## config.mk

```make
export PLATFORM = sky130hd
export DESIGN_NAME = lsu_ahbl
export DESIGN_NICKNAME = d
export VERILOG_FILES = /design/src/rtl/lsu_ahbl.sv
export SDC_FILE = /design/constraint.sdc
export NUM_CORES = 1
export LEC_CHECK = 0
export CORE_ASPECT_RATIO = 0.7
export CORE_MARGIN = 2
export CORE_UTILIZATION = 38
export DETAILED_ROUTE_END_ITERATION = 12
export PLACE_DENSITY = 0.79
export SLEW_MARGIN = 10
export SYNTH_ARGS = -nofsm -noshare
export SYNTH_HDL_FRONTEND = slang
export SYNTH_SLANG_ARGS = --single-unit
```

## constraint.sdc

```tcl
create_clock -name clk -period 3.73 [get_ports clk]
set_input_delay 1.119 -clock clk [delete_from_list [all_inputs] [get_ports clk]]
set_output_delay 1.119 -clock clk [all_outputs]
set_load 0.1 [all_outputs]
```

## src/rtl/lsu_ahbl.sv

```systemverilog
`default_nettype none
// ============================================================================
//  Module   : lsu_ahbl
//  Purpose  : Load/store unit front end driving a single-outstanding
//             AHB-Lite master port. Handles byte/half/word access,
//             store lane replication, load extraction with sign/zero
//             extension, misalignment rejection and bus-error reporting.
//  Revision : 1.0  initial release
// ============================================================================
module lsu_ahbl #(
    parameter int          ADDR_W    = 32,
    parameter logic [3:0]  HPROT_VAL = 4'b0011
) (
    input  logic              clk,
    input  logic              rst,
    // pipeline request
    input  logic              req_valid,
    output logic              req_ready,
    input  logic              req_wr,
    input  logic [1:0]        req_size,
    input  logic              req_unsigned,
    input  logic [ADDR_W-1:0] req_addr,
    input  logic [31:0]       req_wdata,
    // pipeline response
    output logic              rsp_valid,
    output logic [31:0]       rsp_rdata,
    output logic              rsp_err,
    output logic              rsp_misaligned,
    output logic              busy,
    // AHB-Lite master
    output logic [ADDR_W-1:0] dbus_haddr,
    output logic              dbus_hwrite,
    output logic [2:0]        dbus_hsize,
    output logic [2:0]        dbus_hburst,
    output logic [3:0]        dbus_hport,
    output logic [1:0]        dbus_htrans,
    output logic              dbus_hmastlock,
    output logic [31:0]       dbus_hwdata,
    input  logic              dbus_hready,
    input  logic              dbus_hresp,
    input  logic [31:0]       dbus_hrdata
);

    localparam logic [1:0] S_IDLE = 2'd0;
    localparam logic [1:0] S_ADDR = 2'd1;
    localparam logic [1:0] S_DATA = 2'd2;

    localparam logic [1:0] c_htrans_idle   = 2'b00;
    localparam logic [1:0] c_htrans_nonseq = 2'b10;

    logic [1:0]        r_state;
    logic [1:0]        w_state_nxt;

    logic [ADDR_W-1:0] r_addr;
    logic [1:0]        r_size;
    logic              r_wr;
    logic              r_unsigned;
    logic [31:0]       r_hwdata;

    logic              r_rsp_valid;
    logic              r_rsp_err;
    logic              r_rsp_mis;
    logic [31:0]       r_rsp_rdata;

    logic              w_misaligned;
    logic              w_accept;
    logic              w_reject;
    logic              w_done;
    logic [31:0]       w_wdata_rep;
    logic [7:0]        w_lane_b;
    logic [15:0]       w_lane_h;
    logic [31:0]       w_load_ext;

    // Request qualification: size 3 is folded into the misaligned path
    always_comb begin
        w_misaligned = ((req_size == 2'd1) && req_addr[0])
                     || ((req_size == 2'd2) && (req_addr[1:0] != 2'b00))
                     || (req_size == 2'd3);
        w_accept     = (r_state == S_IDLE) && req_valid && !w_misaligned;
        w_reject     = (r_state == S_IDLE) && req_valid &&  w_misaligned;
        w_done       = (r_state == S_DATA) && dbus_hready;
    end

    // State register
    always_ff @(posedge clk or posedge rst) begin
        if (rst) r_state <= S_IDLE;
        else     r_state <= w_state_nxt;
    end

    // Next-state logic: one transfer at a time, ADDR and DATA wait on hready
    always_comb begin
        w_state_nxt = r_state;
        case (r_state)
            S_IDLE:  if (w_accept)    w_state_nxt = S_ADDR;
            S_ADDR:  if (dbus_hready) w_state_nxt = S_DATA;
            S_DATA:  if (dbus_hready) w_state_nxt = S_IDLE;
            default:                  w_state_nxt = S_IDLE;
        endcase
    end

    // Store data replicated across all lanes the access can hit
    always_comb begin
        w_wdata_rep = req_wdata;
        case (req_size)
            2'd0:    w_wdata_rep = {4{req_wdata[7:0]}};
            2'd1:    w_wdata_rep = {2{req_wdata[15:0]}};
            default: w_wdata_rep = req_wdata;
        endcase
    end

    // Latch the accepted request; values persist after the transfer ends
    always_ff @(posedge clk or posedge rst) begin
        if (rst) begin
            r_addr     <= '0;
            r_size     <= 2'd0;
            r_wr       <= 1'b0;
            r_unsigned <= 1'b0;
            r_hwdata   <= 32'd0;
        end else if (w_accept) begin
            r_addr     <= req_addr;
            r_size     <= req_size;
            r_wr       <= req_wr;
            r_unsigned <= req_unsigned;
            r_hwdata   <= w_wdata_rep;
        end
    end

    // Load lane extraction and sign/zero extension from the latched address
    always_comb begin
        w_lane_b = dbus_hrdata[7:0];
        case (r_addr[1:0])
            2'd0: w_lane_b = dbus_hrdata[7:0];
            2'd1: w_lane_b = dbus_hrdata[15:8];
            2'd2: w_lane_b = dbus_hrdata[23:16];
            2'd3: w_lane_b = dbus_hrdata[31:24];
            default: w_lane_b = dbus_hrdata[7:0];
        endcase
        w_lane_h = r_addr[1] ? dbus_hrdata[31:16] : dbus_hrdata[15:0];
        case (r_size)
            2'd0:    w_load_ext = r_unsigned ? {24'd0, w_lane_b}
                                             : {{24{w_lane_b[7]}}, w_lane_b};
            2'd1:    w_load_ext = r_unsigned ? {16'd0, w_lane_h}
                                             : {{16{w_lane_h[15]}}, w_lane_h};
            default: w_load_ext = dbus_hrdata;
        endcase
    end

    // Response pulse: bus completion or immediate misalignment rejection
    always_ff @(posedge clk or posedge rst) begin
        if (rst) begin
            r_rsp_valid <= 1'b0;
            r_rsp_err   <= 1'b0;
            r_rsp_mis   <= 1'b0;
            r_rsp_rdata <= 32'd0;
        end else begin
            r_rsp_valid <= 1'b0;
            r_rsp_err   <= 1'b0;
            r_rsp_mis   <= 1'b0;
            r_rsp_rdata <= 32'd0;
            if (w_done) begin
                r_rsp_valid <= 1'b1;
                r_rsp_err   <= dbus_hresp;
                r_rsp_rdata <= (r_wr || dbus_hresp) ? 32'd0 : w_load_ext;
            end else if (w_reject) begin
                r_rsp_valid <= 1'b1;
                r_rsp_mis   <= 1'b1;
            end
        end
    end

    // Output mapping; htrans/busy follow the state so reset clears them at once
    always_comb begin
        req_ready      = (r_state == S_IDLE);
        busy           = (r_state != S_IDLE);
        rsp_valid      = r_rsp_valid;
        rsp_err        = r_rsp_err;
        rsp_misaligned = r_rsp_mis;
        rsp_rdata      = r_rsp_rdata;
        dbus_htrans    = (r_state == S_ADDR) ? c_htrans_nonseq : c_htrans_idle;
        dbus_haddr     = r_addr;
        dbus_hwrite    = r_wr;
        dbus_hsize     = {1'b0, r_size};
        dbus_hwdata    = r_hwdata;
        dbus_hburst    = 3'b000;
        dbus_hmastlock = 1'b0;
        dbus_hport     = HPROT_VAL;
    end

endmodule
`default_nettype wire

```

### Yosys cells after proc, flatten, opt, wreduce, memory -nomap -nowiden

Cells that the tools add are included.

| cells by class | value |
|---|---|
| muxes and demuxes | 17 |
| eq/ne operators | 12 |
| reductions and logical operators | 17 |

Operators with widths:

| kind | number |
|---|---|
| $mux W32 | 4 |
| $pmux W32 S2 | 2 |
| $pmux W8 S4 | 1 |
| $mux W16 | 1 |
| $eq A2 B2 Y1 const B | 5 |
| $eq A2 B1 Y1 const B | 4 |
| $logic_not A2 Y1 | 4 |
| $mux W2 | 4 |
| $logic_and A1 B1 Y1 | 6 |
| $pmux W2 S3 | 1 |
| $mux W1 | 4 |
| $ne A2 B2 Y1 const B | 2 |
| $reduce_bool A2 Y1 | 2 |
| $logic_or A1 B1 Y1 | 3 |
| $reduce_and A3 Y1 | 1 |
| $ne A2 B1 Y1 const B | 1 |
| $logic_not A1 Y1 | 1 |

| storage, ports and cells | value |
|---|---|
| output and inout port bits | 115 |
| register bits after elaboration | 105 |
| input bits | 105 |
| logic and storage cells | 56 |

### Logic depth before layout (Yosys ltp)

Gate-level depths: netlist (run 1).

| logic depth | value |
|---|---|
| word-level depth | 8 |
| gate-level depth with buffers | 7 |
| gate-level depth less buffers | 4 |

### Worst setup path after synthesis (run 1)

OpenSTA, ideal clock, no wires.

| path | value |
|---|---|
| path type | register -> output |
| start | register r_state[0] |
| end | output busy |
| arrival time | 2.792 ns |
| path buffers | 0 |
| required time | 2.611 ns |
| setup slack | -0.181 ns |
| stages on the path, launching flop included | 3 |
| path through | dfrtp_1 -> nor2_1 -> inv_1 |

| between the ends | value |
|---|---|
| cells in the longest elaborated chain, start to end | 1 |

RTL lines:

| what | RTL line | RTL |
|---|---|---|
| from (decl) | 51 | `logic [1:0] r_state;` |
| from (signal assigned) | 87 | `else r_state <= w_state_nxt;` |
| $reduce_bool A2 Y1 | 174 | `busy = (r_state != S_IDLE);` |
| to (decl) | 29 | `output logic busy,` |

Every way passes these cells.

### Worst setup path after layout (run 1)

| path | value |
|---|---|
| start | register r_addr[1], in the netlist dbus_haddr[1] |
| end | output dbus_haddr[1] |

RTL lines:

| what | RTL line | RTL |
|---|---|---|
| from (decl) | 54 | `logic [ADDR_W-1:0] r_addr;` |
| from (signal assigned) | 120 | `r_addr <= req_addr;` |
| to (decl) | 31 | `output logic [ADDR_W-1:0] dbus_haddr,` |

No word-level cell between the ends.

==> qor.txt, run 1 <==
relative slew slack -> 0.4490
critical path startpoint -> dbus_haddr[1]
chip width -> 138.3 µm
dominant synthesized flop cell -> dfrtp_1
Sink Count -> 105
Syn Area/Cell -> 12.18 µm²
clock buffer depth -> 2
Seq/Total Area, Yosys -> 0.5473
full die area -> 13560 µm²
most common cell after layout, fill and taps aside -> buf_4
met2 GRT Util -> 0.3225
crit start category -> flip-flop
Ys Warns -> 0
CP Max Fanout -> 21
met3 GRT Util -> 0.07700
Sw Ratio -> 0.5749
WP buf/inv -> 1
post_cts resized -> 0
Final Max Tran Viols -> 0
remaining global-route overflow -> 0
post-CTS setup buffers -> 0
gr busiest metal -> met2
Worst EP required -> 2610 ps
number of synthesized flops with an enable pin -> 0
final critical-path required period -> 2772 ps
worst stage delay on the critical path -> 880 ps
net load switching power -> 0.003973 W
Mapped Area -> 4801 µm²
CTS tree -> yes
routability congestion estimate from global placement -> 0.8813
Setup TNS Final -> 0 ps
launching point of the worst reg2reg path -> dbus_haddr[1]
Antenna Cells -> 0
RSZ-0062 raised after global routing -> no
clock share of power -> 0.134
Core Rows -> 34
crit-path leading delay family -> flip-flops
DRC errors left -> 0
internal power -> 0.002938 W
post-detail-place hpwl -> 9965 µm
Cell Chain, Critical Path -> buf_4
worst skew pair latency -> 350 ps
Die H -> 98.04 µm
final antenna-violating net count -> 0
Worst Clk Skew -> 9.316 ps
Synth async-reset ratio -> 1.000
I/O Buffers -> 209
WL final -> 13510 µm
proportion of layout cells with a drive suffix above 1 -> 0.3256
count of final setup violators -> 0
Max VDD drop -> 0.0006588 V
Comb pwr share -> 0.611
WL per Instance -> 17.68 µm
pwr dens -> 983.5 nW/µm²
CP Capture Type -> primary output
area added between synthesis and finish -> 46.36%
fmax -> 0.3608 GHz
Leak Pwr -> 3.505 nW
Power, Total -> 0.006911 W
Sequential Power Share -> 0.255
Mapped Cells -> 394
min-delay worst type -> flip-flop to flip-flop
fin crit share -> 0.7431
1st-pass router iterations -> 6
final hold vios -> 0
cts hold-fix bufs -> 0
Nets -> 702
total CTS buffers -> 9
IO Count -> 220
most frequent cells in the layout -> buf_4 (111), dfrtp_1 (105), clkdlybuf4s50_1 (104)
vias in the first global route -> 3925
worst-margin pin slew -> 826.5 ps
Via-to-Cell Ratio -> 4.967
worst hold start -> dbus_hwdata[27]
flops & latches, synth -> 105
CP arrival -> 1650 ps
Slowest-stage cell, CP -> dfrtp_1
GR Util met1 -> 0.2482
DRT iter0 DRCs -> 127
status -> complete, no violations
core area -> 12380 µm²
total number of vias -> 3795
initial antenna violation count -> 0
Max-Cap Viols -> 0
post-synth cell types -> 33
root buf cell -> clkbuf_16
initial core utilization -> 0.3878
largest net degree at the start of global routing -> 106
Worst-path clk slew -> 70 ps
GRT Util Overall -> 0.1972
Crit Path Class -> flip-flop to primary output
H-tree depth -> 3
first-pass GRT wire length -> 21040 µm
[layout make-up]
class                   instances  area (µm²)
multi-input cells             240        1901
clock inverters                 7       62.56
inverters                      24       93.84
repair buffers                217        1914
fillers                      1022        5353
clock buffers                   9       225.2
flip-flops and latches        105        2628
well taps                     162       202.7
[stage by stage]
step	worst slack, ps	instances	hold slack [ps]	utilization	cell area [µm²]
3_3_place_gp	702.5	748	465.3	0.5444	6739
2_1_floorplan	559.9	402	525.0	-	4837
3_5_place_dp	665.7	748	477.2	0.5444	6739
4_1_cts	929.3	764	497.1	0.5676	7027
5_1_grt	845.0	764	527.0	0.5676	7027
6_report	958.2	764	493.2	0.5676	7027
[power groups by stage]
stage | sequential (W) | clock (W) | combinational (W)
floorplan | 0.00415 | 0 | 0.000925
CTS | 0.00176 | 0.000954 | 0.00424
detailed placement | 0.00177 | 0 | 0.00424
global route | 0.00181 | 0.00100 | 0.00435
finish | 0.00176 | 0.000925 | 0.00422
global placement | 0.00176 | 0 | 0.00419
[state kept, by name (all words and copies together), names as in the netlist]
register	flops
r_unsigned	1
rsp_rdata	32
dbus_hwrite	1
dbus_haddr	32
rsp_misaligned	1
rsp_valid	1
rsp_err	1
r_size	2
dbus_hwdata	32
r_state	2
[synth_stat cells (all sizes together), types with 2 or more instances]
| cell type | instances | share of area |
|---|---|---|
| nor2 | 15 | 0.014 |
| o221a | 9 | 0.021 |
| a21oi | 33 | 0.034 |
| o21ba | 6 | 0.013 |
| nand2b | 4 | 0.0052 |
| mux2i | 33 | 0.069 |
| inv | 24 | 0.019 |
| clkbuf | 9 | 0.0070 |
| nand2 | 26 | 0.020 |
| conb | 2 | 0.0016 |
| mux2 | 44 | 0.13 |
| and3 | 7 | 0.0091 |
| nor3 | 3 | 0.0052 |
| o21ai | 41 | 0.043 |
| buf | 24 | 0.038 |
| dfrtp | 105 | 0.55 |
[kinds of logic (layout without fill, tap and decap cells)]
kind of cell	after synthesis	in the layout	share of synthesized area
DFF	105	105	0.5473
AOI/OAI and AO/OA	94	94	0.1254
muxes	77	77	0.2033
and+or+nand+nor	59	59	0.05890
buffers and inverters	57	257	0.06359
other	2	10	0.001564
[routing by layer]
| metal | up-vias | part of all wire |
|---|---|---|
| li1 | 1751 | - |
| met1 | 1832 | 0.41 |
| met2 | 198 | 0.48 |
| met3 | 14 | 0.10 |
| met4 | 0 | 0.011 |
| met5 | - | 0 |
[path summary, 6_finish.rpt]
kind	to	slack, ps	cells past startpoint
worst max-delay path	dbus_haddr[1]	960	1
worst max register to register	rsp_rdata[27]	1360	4
worst min-delay path	dbus_hwdata[27]	490	2
min in group asynchronous	dbus_haddr[30]	1220	3
max in group asynchronous	dbus_hwdata[22]	1990	3
worst min register to register	dbus_hwdata[27]	490	2
Note: power is estimated with default switching activity, not from simulation.
==> run 2, diff against run 1 <==
==> constraint.sdc (replaced) <==
create_clock -name clk -period 2.5 [get_ports clk]
set_input_delay 0.75 -clock clk [delete_from_list [all_inputs] [get_ports clk]]
set_output_delay 0.75 -clock clk [all_outputs]
set_load 0.1 [all_outputs]
==> run 2 against run 1 <==
Via count grew 1.3%; global-route usage increased by 0.43 points; sequential power grew 47%; wire length is 0.89% higher; die area is the same; power rose by 52%; sequential share of layout area is 0.64 points lower; core utilization is 0.99 points higher; setup slack got worse by 770 ps; critical path depth grew 4.
==> qor.txt, run 2 (synthesis results as in run 1) <==
r2r worst-path depth -> 4 (unchanged)
Die H -> 98.04 µm (unchanged)
initial core utilization -> 0.3878 (unchanged)
RSZ-0062 raised after global routing -> no
CP arrival -> 2550 ps (+900 ps)
most common cell after layout, fill and taps aside -> buf_4
post-CTS setup buffers -> 0 (unchanged)
worst stage delay on the critical path -> 570 ps (-310 ps)
area added between synthesis and finish -> 48.92%
remaining global-route overflow -> 0 (unchanged)
Crit Path Class -> primary input to flip-flop
Cell Chain, Critical Path -> clkdlybuf4s50_1 > nor2_1 > o311ai_4 > buf_12 > mux2_2
chip width -> 138.3 µm (unchanged)
clock buffer depth -> 2 (unchanged)
launching point of the worst reg2reg path -> dbus_haddr[1]
vias in the first global route -> 4001 (+1.9%)
DRT iter0 DRCs -> 161 (+27%)
fin crit share -> 0.9264
fin util -> 0.5775 (+0.009905)
r2r setup slk -> 460 ps (-900 ps)
Worst-path clk slew -> 70 ps (about the same)
CP Max Fanout -> 34 (+62%)
I/O Buffers -> 209 (unchanged)
proportion of layout cells with a drive suffix above 1 -> 0.3322 (+0.006655)
GRT Util Overall -> 0.2015 (+0.004323)
H-tree depth -> 3 (unchanged)
reg-to-reg critical path endpoint -> rsp_rdata[18]
status -> complete, no violations
count of final setup violators -> 0 (unchanged)
Slowest-stage cell, CP -> clkdlybuf4s50_1
post-detail-place hpwl -> 10160 µm (+2.0%)
Sink Count -> 105 (unchanged)
Worst EP required -> 2730 ps (+120 ps)
post_cts resized -> 0 (unchanged)
Final WS setup -> 184.0 ps (-774.2 ps)
pre-CTS WS -> -179.7 ps (-845.4 ps)
CTS tree -> yes
crit start category -> primary input
Nets -> 708 (+0.85%)
CP Capture Type -> flip-flop
Max-Cap Viols -> 0 (unchanged)
fmax -> 0.4318 GHz
most frequent cells in the layout -> buf_4 (112), dfrtp_1 (105), clkdlybuf4s50_1 (104)
Max VDD drop -> 0.001106 V (+68%)
total number of vias -> 3843 (+1.3%)
initial antenna violation count -> 0 (unchanged)
WL final -> 13630 µm (+0.89%)
DRC errors left -> 0 (unchanged)
first-pass GRT wire length -> 21400 µm (+1.7%)
total CTS buffers -> 9 (unchanged)
Antenna Cells -> 0 (unchanged)
Core Rows -> 34 (unchanged)
core area -> 12380 µm² (unchanged)
Via-to-Cell Ratio -> 4.991 (+0.48%)
full die area -> 13560 µm² (unchanged)
Leak Pwr -> 3.571 nW (+1.9%)
root buf cell -> clkbuf_16
Final Max Tran Viols -> 0 (unchanged)
WL per Instance -> 17.70 µm (+0.10%)
cts hold-fix bufs -> 0 (unchanged)
hold path endpoint -> dbus_hwdata[12]
worst hold start -> dbus_hwdata[12]
min-delay worst type -> flip-flop to flip-flop
final critical-path required period -> 2316 ps
relative slew slack -> 0.4804 (+0.03137)
pwr dens -> 1467 nW/µm² (+49%)
worst skew pair latency -> 350 ps (about the same)
1st-pass router iterations -> 4 (-2)
Worst Clk Skew -> 13.86 ps (+4.545 ps)
final hold vios -> 0 (unchanged)
largest net degree at the start of global routing -> 106 (unchanged)
routability congestion estimate from global placement -> 0.8739 (-0.84%)
final antenna-violating net count -> 0 (unchanged)
worst-margin pin slew -> 779.5 ps (-47.06 ps)
IO Count -> 220 (unchanged)
WHS Path Cells -> 2 (unchanged)
==> run 2: routing by layer <==
metal	track usage	routed length, µm	up-vias
met2	0.3366	6569	203
met3	0.07308	1399	11
li1	-	-	1761
met4	0.05887	187	0
met5	0	0	-
met1	0.2477	5474	1868
==> run 2: cell type report <==
cell class | count | area (µm²)
Inverter | 24 | 93.84
Sequential cell | 105 | 2628
Tap cell | 162 | 202.7
Clock buffer | 9 | 225.2
Timing Repair Buffer | 223 | 2022
Multi-Input combinational cell | 240 | 1901
Fill cell | 1014 | 5230
Clock inverter | 7 | 77.57
==> run 2: worst max-delay path, delay by kind of cell <==
kind | cells | cell delay, ps
buffers and inverters | 2 | 890
AO/OA/AOI/OAI | 1 | 420
AND/OR/NAND/NOR | 1 | 120
multiplexers | 1 | 360
==> run 2: worst max-delay path by stage <==
stage | slack (ps) | start | end | cells past startpoint
2_1_floorplan | -300 | r_state[0] | busy | 2
3_3_place_gp | -120 | req_addr[0] | r_size[0] | 5
3_5_place_dp | -180 | req_size[1] | r_size[0] | 5
4_1_cts | 190 | req_size[1] | r_size[0] | 5
5_1_grt | 130 | req_size[1] | r_size[0] | 5
6_report | 180 | req_size[1] | r_size[0] | 5
==> run 2: stage by stage <==
step	TNS [ps]	power [W]	area, µm²	hold WS (ps)	std cells
floorplan	-301.1	0.007575	4837	525.0	402
global placement	-3535	0.008998	6847	466.3	754
detailed placement	-8164	0.009084	6847	475.1	754
CTS	0	0.01055	7149	491.9	770
global route	0	0.01087	7149	527.1	770
finish	0	0.01049	7149	484.9	770
==> run 2: power by group <==
part	internal, W	total [W]	switching (W)
sequential	0.00221	0.00259	0.000382
clock	0.000786	0.00144	0.000655
combinational	0.00157	0.00646	0.00489
total	0.00457	0.0105	0.00592
